### src/rtl/mdio_pkg.sv
`default_nettype none
//==============================================================================
// Module   : mdio_pkg
// Brief    : Clause-22 MDIO frame constants, FSM encoding, RTL8211E reg-17 map.
// Revision : 1.0 - initial release
//==============================================================================
package mdio_pkg;

    localparam logic [1:0] MDIO_ST   = 2'b01;
    localparam logic [1:0] OP_WR     = 2'b01;
    localparam logic [1:0] OP_RD     = 2'b10;
    localparam logic [1:0] TA_WR     = 2'b10;

    localparam int PRE_LEN   = 32;
    localparam int FRAME_LEN = 64;
    localparam int TA_BIT    = 46;
    localparam int DATA_BIT  = 48;

    localparam int RTL_LINK     = 10;
    localparam int RTL_DUPLEX   = 13;
    localparam int RTL_SPEED_HI = 15;

    typedef enum logic [1:0] {
        ST_IDLE  = 2'd0,
        ST_FRAME = 2'd1,
        ST_TAIL  = 2'd2
    } mdio_state_t;

    // Frame bit 0 sits in the MSB so it can be shifted out directly.
    function automatic logic [FRAME_LEN-1:0] build_frame(
        input logic        wr,
        input logic [4:0]  phy,
        input logic [4:0]  regad,
        input logic [15:0] wdata
    );
        return {{PRE_LEN{1'b1}}, MDIO_ST, (wr ? OP_WR : OP_RD), phy, regad,
                (wr ? TA_WR : 2'b00), (wr ? wdata : 16'h0000)};
    endfunction

endpackage
`default_nettype wire

### src/rtl/mdio_bitgen.sv
`default_nettype none
//==============================================================================
// Module   : mdio_bitgen
// Brief    : MDC divider with fall/rise strobes, frame bit counter, md_i sync.
// Revision : 1.0 - initial release
//==============================================================================
module mdio_bitgen #(
    parameter int MDC_HALF = 10
) (
    input  logic       clock,
    input  logic       rst,
    input  logic       i_active,
    input  logic       i_md,
    output logic       o_fall_tick,
    output logic       o_rise_tick,
    output logic [6:0] o_bit_cnt,
    output logic       o_mdc,
    output logic       o_md_sync
);

    localparam logic [5:0] c_DIV_LAST = 6'(2 * MDC_HALF - 1);
    localparam logic [5:0] c_RISE_AT  = 6'(MDC_HALF - 1);
    localparam logic [6:0] c_BIT_MAX  = 7'd64;

    logic [5:0] r_div;
    logic       r_sync1;

    // Strobes mark the edge at which mdc changes, so registered outputs align with it.
    assign o_fall_tick = i_active && (r_div == c_DIV_LAST);
    assign o_rise_tick = i_active && (r_div == c_RISE_AT);

    always_ff @(posedge clock) begin
        if (rst) begin
            r_div     <= '0;
            o_bit_cnt <= '0;
            o_mdc     <= 1'b0;
            r_sync1   <= 1'b0;
            o_md_sync <= 1'b0;
        end else begin
            r_sync1   <= i_md;
            o_md_sync <= r_sync1;
            if (!i_active) begin
                r_div     <= '0;
                o_bit_cnt <= '0;
                o_mdc     <= 1'b0;
            end else if (r_div == c_DIV_LAST) begin
                r_div     <= '0;
                o_mdc     <= 1'b0;
                if (o_bit_cnt != c_BIT_MAX) begin
                    o_bit_cnt <= o_bit_cnt + 7'd1;
                end
            end else begin
                r_div <= r_div + 6'd1;
                if (r_div == c_RISE_AT) begin
                    o_mdc <= 1'b1;
                end
            end
        end
    end

endmodule
`default_nettype wire

### src/rtl/mdio_ctrl.sv
`default_nettype none
//==============================================================================
// Module   : mdio_ctrl
// Brief    : Clause-22 MDIO controller, host commands plus periodic PHY status poll.
// Revision : 1.0 - initial release
//==============================================================================
module mdio_ctrl
    import mdio_pkg::*;
#(
    parameter int         MDC_HALF = 10,
    parameter logic [4:0] POLL_PHY = 5'd1,
    parameter logic [4:0] POLL_REG = 5'd17
) (
    input  logic        clock,
    input  logic        rst,
    input  logic        cmd_req,
    input  logic        cmd_wr,
    input  logic [4:0]  cmd_phy,
    input  logic [4:0]  cmd_reg,
    input  logic [15:0] cmd_wdata,
    output logic        cmd_ack,
    output logic        cmd_done,
    output logic [15:0] cmd_rdata,
    output logic        busy,
    input  logic        poll_en,
    input  logic        poll_evt,
    output logic        stat_valid,
    output logic        stat_link,
    output logic [1:0]  stat_speed,
    output logic        stat_duplex,
    output logic        mdc,
    output logic        md_o,
    output logic        md_oe,
    input  logic        md_i
);

    mdio_state_t r_state;
    logic        r_host;
    logic        r_wr;
    logic [63:0] r_sh;
    logic [15:0] r_rx;
    logic        r_poll_pend;
    logic        r_rise_d1;
    logic        r_rise_d2;

    logic        w_fall;
    logic        w_rise;
    logic [6:0]  w_bit;
    logic        w_md_sync;
    logic        w_host_start;
    logic        w_poll_start;
    logic [63:0] w_frame;

    mdio_bitgen #(
        .MDC_HALF (MDC_HALF)
    ) u_bitgen (
        .clock       (clock),
        .rst         (rst),
        .i_active    (r_state != ST_IDLE),
        .i_md        (md_i),
        .o_fall_tick (w_fall),
        .o_rise_tick (w_rise),
        .o_bit_cnt   (w_bit),
        .o_mdc       (mdc),
        .o_md_sync   (w_md_sync)
    );

    always_comb begin
        w_host_start = (r_state == ST_IDLE) && cmd_req;
        w_poll_start = (r_state == ST_IDLE) && !cmd_req && r_poll_pend && poll_en;
        w_frame      = w_host_start ? build_frame(cmd_wr, cmd_phy, cmd_reg, cmd_wdata)
                                    : build_frame(1'b0, POLL_PHY, POLL_REG, 16'h0000);
    end

    always_ff @(posedge clock) begin
        if (rst) begin
            r_state     <= ST_IDLE;
            r_host      <= 1'b0;
            r_wr        <= 1'b0;
            r_sh        <= '0;
            r_rx        <= '0;
            r_poll_pend <= 1'b0;
            r_rise_d1   <= 1'b0;
            r_rise_d2   <= 1'b0;
            cmd_ack     <= 1'b0;
            cmd_done    <= 1'b0;
            cmd_rdata   <= '0;
            busy        <= 1'b0;
            stat_valid  <= 1'b0;
            stat_link   <= 1'b0;
            stat_speed  <= '0;
            stat_duplex <= 1'b0;
            md_o        <= 1'b0;
            md_oe       <= 1'b0;
        end else begin
            cmd_ack   <= 1'b0;
            cmd_done  <= 1'b0;
            r_rise_d1 <= w_rise;
            r_rise_d2 <= r_rise_d1;

            if (!poll_en || w_poll_start) begin
                r_poll_pend <= 1'b0;
            end else if (poll_evt) begin
                r_poll_pend <= 1'b1;
            end

            // Two clocks after the mdc rise the synchroniser holds the bit the PHY drove.
            if ((r_state == ST_FRAME) && r_rise_d2 && (w_bit >= 7'(DATA_BIT))) begin
                r_rx <= {r_rx[14:0], w_md_sync};
            end

            case (r_state)
                ST_IDLE: begin
                    if (w_host_start || w_poll_start) begin
                        r_state <= ST_FRAME;
                        busy    <= 1'b1;
                        r_host  <= w_host_start;
                        r_wr    <= w_host_start && cmd_wr;
                        cmd_ack <= w_host_start;
                        md_o    <= w_frame[63];
                        md_oe   <= 1'b1;
                        r_sh    <= {w_frame[62:0], 1'b0};
                    end
                end
                ST_FRAME: begin
                    if (w_fall) begin
                        if (w_bit == 7'(FRAME_LEN - 1)) begin
                            r_state <= ST_TAIL;
                            md_o    <= 1'b0;
                            md_oe   <= 1'b0;
                        end else begin
                            md_o  <= r_sh[63];
                            r_sh  <= {r_sh[62:0], 1'b0};
                            md_oe <= r_wr || ((w_bit + 7'd1) < 7'(TA_BIT));
                        end
                    end
                end
                ST_TAIL: begin
                    if (w_fall) begin
                        r_state <= ST_IDLE;
                        busy    <= 1'b0;
                        if (r_host) begin
                            cmd_done <= 1'b1;
                            if (!r_wr) begin
                                cmd_rdata <= r_rx;
                            end
                        end else begin
                            stat_valid  <= 1'b1;
                            stat_link   <= r_rx[RTL_LINK];
                            stat_duplex <= r_rx[RTL_DUPLEX];
                            stat_speed  <= r_rx[RTL_SPEED_HI -: 2];
                        end
                    end
                end
                default: r_state <= ST_IDLE;
            endcase
        end
    end

endmodule
`default_nettype wire

### config.mk
export PLATFORM = sky130hd
export DESIGN_NAME = mdio_ctrl
export DESIGN_NICKNAME = d
export VERILOG_FILES = /design/src/rtl/mdio_pkg.sv /design/src/rtl/mdio_bitgen.sv /design/src/rtl/mdio_ctrl.sv
export SDC_FILE = /design/constraint.sdc
export NUM_CORES = 1
export LEC_CHECK = 0
export BUFFER_PORTS_ARGS = -buffer_cell sky130_fd_sc_hd__buf_2
export CORE_MARGIN = 2
export CORE_UTILIZATION = 55
export DETAILED_ROUTE_END_ITERATION = 16
export GPL_ROUTABILITY_DRIVEN = 0
export PLACE_DENSITY = 0.76
export SLEW_MARGIN = 20
export SYNTH_ARGS = -nofsm -noshare
export SYNTH_HDL_FRONTEND = slang
export SYNTH_SLANG_ARGS = --single-unit
### constraint.sdc
create_clock -name clock -period 2.3 [get_ports clock]
set_input_delay 0.46 -clock clock [delete_from_list [all_inputs] [get_ports clock]]
set_output_delay 0.46 -clock clock [all_outputs]
set_load 0.01 [all_outputs]
==> impl_results.md <==
- Die area: 9600 µm²
- CP arrival: 2.48 ns
- Final net count: 593
- Hold path startpoint: md_i
- Detailed Route Iter0 Violations: 204
- Reg-to-reg setup timing slack: 0.17 ns
- Fillcell total: 683
- Yosys top cell area share: 0.528
- Worst Clk Skew: 0.00641 ns
- Via/cell ratio: 5.73
- H-tree depth: 4
- Synth top area cells: dfxtp_1, o221a_2, nor2_1
- Syn Inst Count: 503
- Remaining DRCs: 0
- # IOs: 60
- Worst setup EP type: flop
- CTS Sinks: 128
- PwrDens: 923 nW/µm²
- HPWL Detailed: 6.28 mm
- Clock latency on the worst-skew pair: 0.51 ns
- Starting Density: 0.562
- R2R Path End: r_sh[18]
- Setup_tns: 0 ns
- Area leader, netlist: dfxtp_1
- Mapped Area: 4860 µm²
- Layout area overhead: 20.3%
- Total grt overflow: 0
- N_diodes: 0
- Tcrit/Tclk final: 0.925
- WL per Instance: 15.2 µm
- Vias: 3,876
- Critical Path Start Type: flop
- R2R depth: 7
- Status: complete, no violations
- Hold-critical path depth: 2
- Sequential share of the synthesized area: 0.528
- Final Hold Vio Count: 0
- Lkg Pwr: 2.25 nW
- Largest net degree at the start of global routing: 81
- Syn. warnings: 0
- Max Cap Viol: 0
- Slew Limit Fails: 0
- Syn_nets: 540
- Worst Path Required: 2.66 ns
- FP Rows: 34
- Gr usage total: 0.220
- Clock transition at path regs: 0.06 ns
- Fmax: 470 MHz
- Hold Crit Class: in -> reg
- Initial antenna violation count: 0
- Hold buffer count at CTS: 0
- FF+latch area: 2560 µm²
- 1st-pass router iterations: 4
- Core Area: 8640 µm²
- Post-route ant nets: 0
- Area of the multi-input gates: 2130 µm²
- Most common cell in the synthesized netlist: dfxtp_1
- Syn_area_per_cell: 9.65 µm²
- Async set-reset flop share out of synthesis: 0
- CP max FO: 29
- TritonCTS clock tree: built
- Flops & latches, synth: 128
- RSZ-0062 raised after global routing: no
- Global-route wire length before repair: 17.3 mm
- Routed WL: 10.2 mm
- Root Buffer: clkbuf_8
- Layout cells sized above 1: 0.257
- Maximum resistive drop on vdd: 0.000536 V
- PortBufs: 59
- Prevailing post-synth register cell: dfxtp_1
- Reg-to-reg startpoint: u_bitgen.r_div[0]
- Crit path kind: reg -> reg
- Tmin final: 2.13 ns
- Clk buf depth: 2
- Die W: 98.0 µm
- Die extent in y: 98.0 µm
- Netlist cell types: 49
- Hold Path Sink: u_bitgen.r_sync1
- Vias in the first global route: 3,681
- Finished Core Util: 0.677
- CTS Buf Count: 17
- Most frequent cells after synthesis: dfxtp_1, nor2_1, nand2_1
- # setup viols final: 0
- Max-slew headroom: 0.485
- Post-synth EDFFs: 0
- Slew @ Worst Pin: 0.773 ns
worst max-delay path by stage:
stage,cells after the start,end,from,slack [ns]
4_1_cts,7,r_sh[26],u_bitgen.r_div[0],0.05
5_1_grt,7,r_sh[21],u_bitgen.r_div[0],0.02
3_3_place_gp,7,r_sh[27],u_bitgen.r_div[0],0.21
6_report,7,r_sh[18],u_bitgen.r_div[0],0.17
3_5_place_dp,7,r_sh[6],u_bitgen.r_div[0],0.12
2_1_floorplan,8,cmd_rdata[10],u_bitgen.r_div[0],0.34
kinds of logic (layout without fill, tap and decap cells):
logic type | count (synthesis) | count (layout) | synth area share
adder cells (fa/ha/maj) | 4 | 4 | 0.0103
AND/OR/NAND/NOR | 188 | 188 | 0.178
buffers and inverters | 44 | 109 | 0.0389
AO/OA/AOI/OAI | 108 | 108 | 0.183
XOR/XNOR | 9 | 9 | 0.0162
flip-flops | 128 | 128 | 0.528
multiplexers | 22 | 22 | 0.0453
timing repair:
item	in CTS	in global routing
hold endpoints to repair	0	0
setup buffers	0	0
endpoints found under the setup margin	0	23
gates resized for setup	0	7
worst max-delay path, stage by stage, from the launching register on:
cell      delay, ns
dfxtp_1        0.38
ha_2           0.24
nand3b_1       0.08
or4_4          0.52
o21a_1         0.22
buf_6          0.19
a211oi_1       0.27
nor3_1         0.07
cell type report:
| type | instances | share of cell area |
|---|---|---|
| Sequential cell | 128 | 0.439 |
| Multi-Input combinational cell | 331 | 0.365 |
| Clock buffer | 18 | 0.0715 |
| Timing Repair Buffer | 71 | 0.0687 |
| Clock inverter | 13 | 0.0285 |
| Tap cell | 108 | 0.0231 |
| Inverter | 7 | 0.00450 |
power breakdown:
group | internal, mW | switching [mW] | leakage (nW) | total [mW]
Clock | 1.65 | 0.960 | 0.277 | 2.61
Combinational | 0.171 | 0.207 | 0.920 | 0.378
Sequential | 2.34 | 0.0721 | 1.05 | 2.41
flip-flops by register name (all words and copies together), names as in the netlist, 2 cells and up:
signal,flops
u_bitgen.o_bit_cnt,7
stat_speed,2
r_sh,63
r_rx,16
r_state,2
u_bitgen.r_div,6
cmd_rdata,16
cell usage in the layout (no fill, tap or decap), drive strengths merged, types with 4 or more instances in the layout:
cell type and n:
a221oi 22, a22oi 4, a21oi 30, clkinv 8, buf 71, inv 6
nand3 6, nor2 78, nand2b 4, o221a 32, nand2 47, dfxtp 128
clkbuf 18, o21ai 7, mux2i 22, xor2 5, nor3 27, nor2b 8
xnor2 4, ha 4
per-layer routing:
| layer | wire length, µm | vias to the layer above | GRT usage |
|---|---|---|---|
| li1 | - | 1920 | - |
| met1 | 4670 | 1852 | 0.275 |
| met2 | 5030 | 88 | 0.368 |
| met3 | 411 | 16 | 0.0623 |
| met4 | 130 | 0 | 0.0705 |
| met5 | 0 | - | 0 |
stage by stage:
step / setup slack, ns / cell area [µm²] / total power, mW / hold WS [ns] / cells
2_1_floorplan: 0.337 / 4860 / 2.70 / 0.414 / 503
3_3_place_gp: 0.214 / 5230 / 2.79 / 0.422 / 645
3_5_place_dp: 0.115 / 5230 / 2.81 / 0.442 / 645
4_1_cts: 0.0494 / 5810 / 5.41 / 0.183 / 676
5_1_grt: 0.0224 / 5840 / 5.60 / 0.195 / 676
6_report: 0.172 / 5840 / 5.39 / 0.187 / 676
No activity file was read; power rests on OpenSTA's default activity.
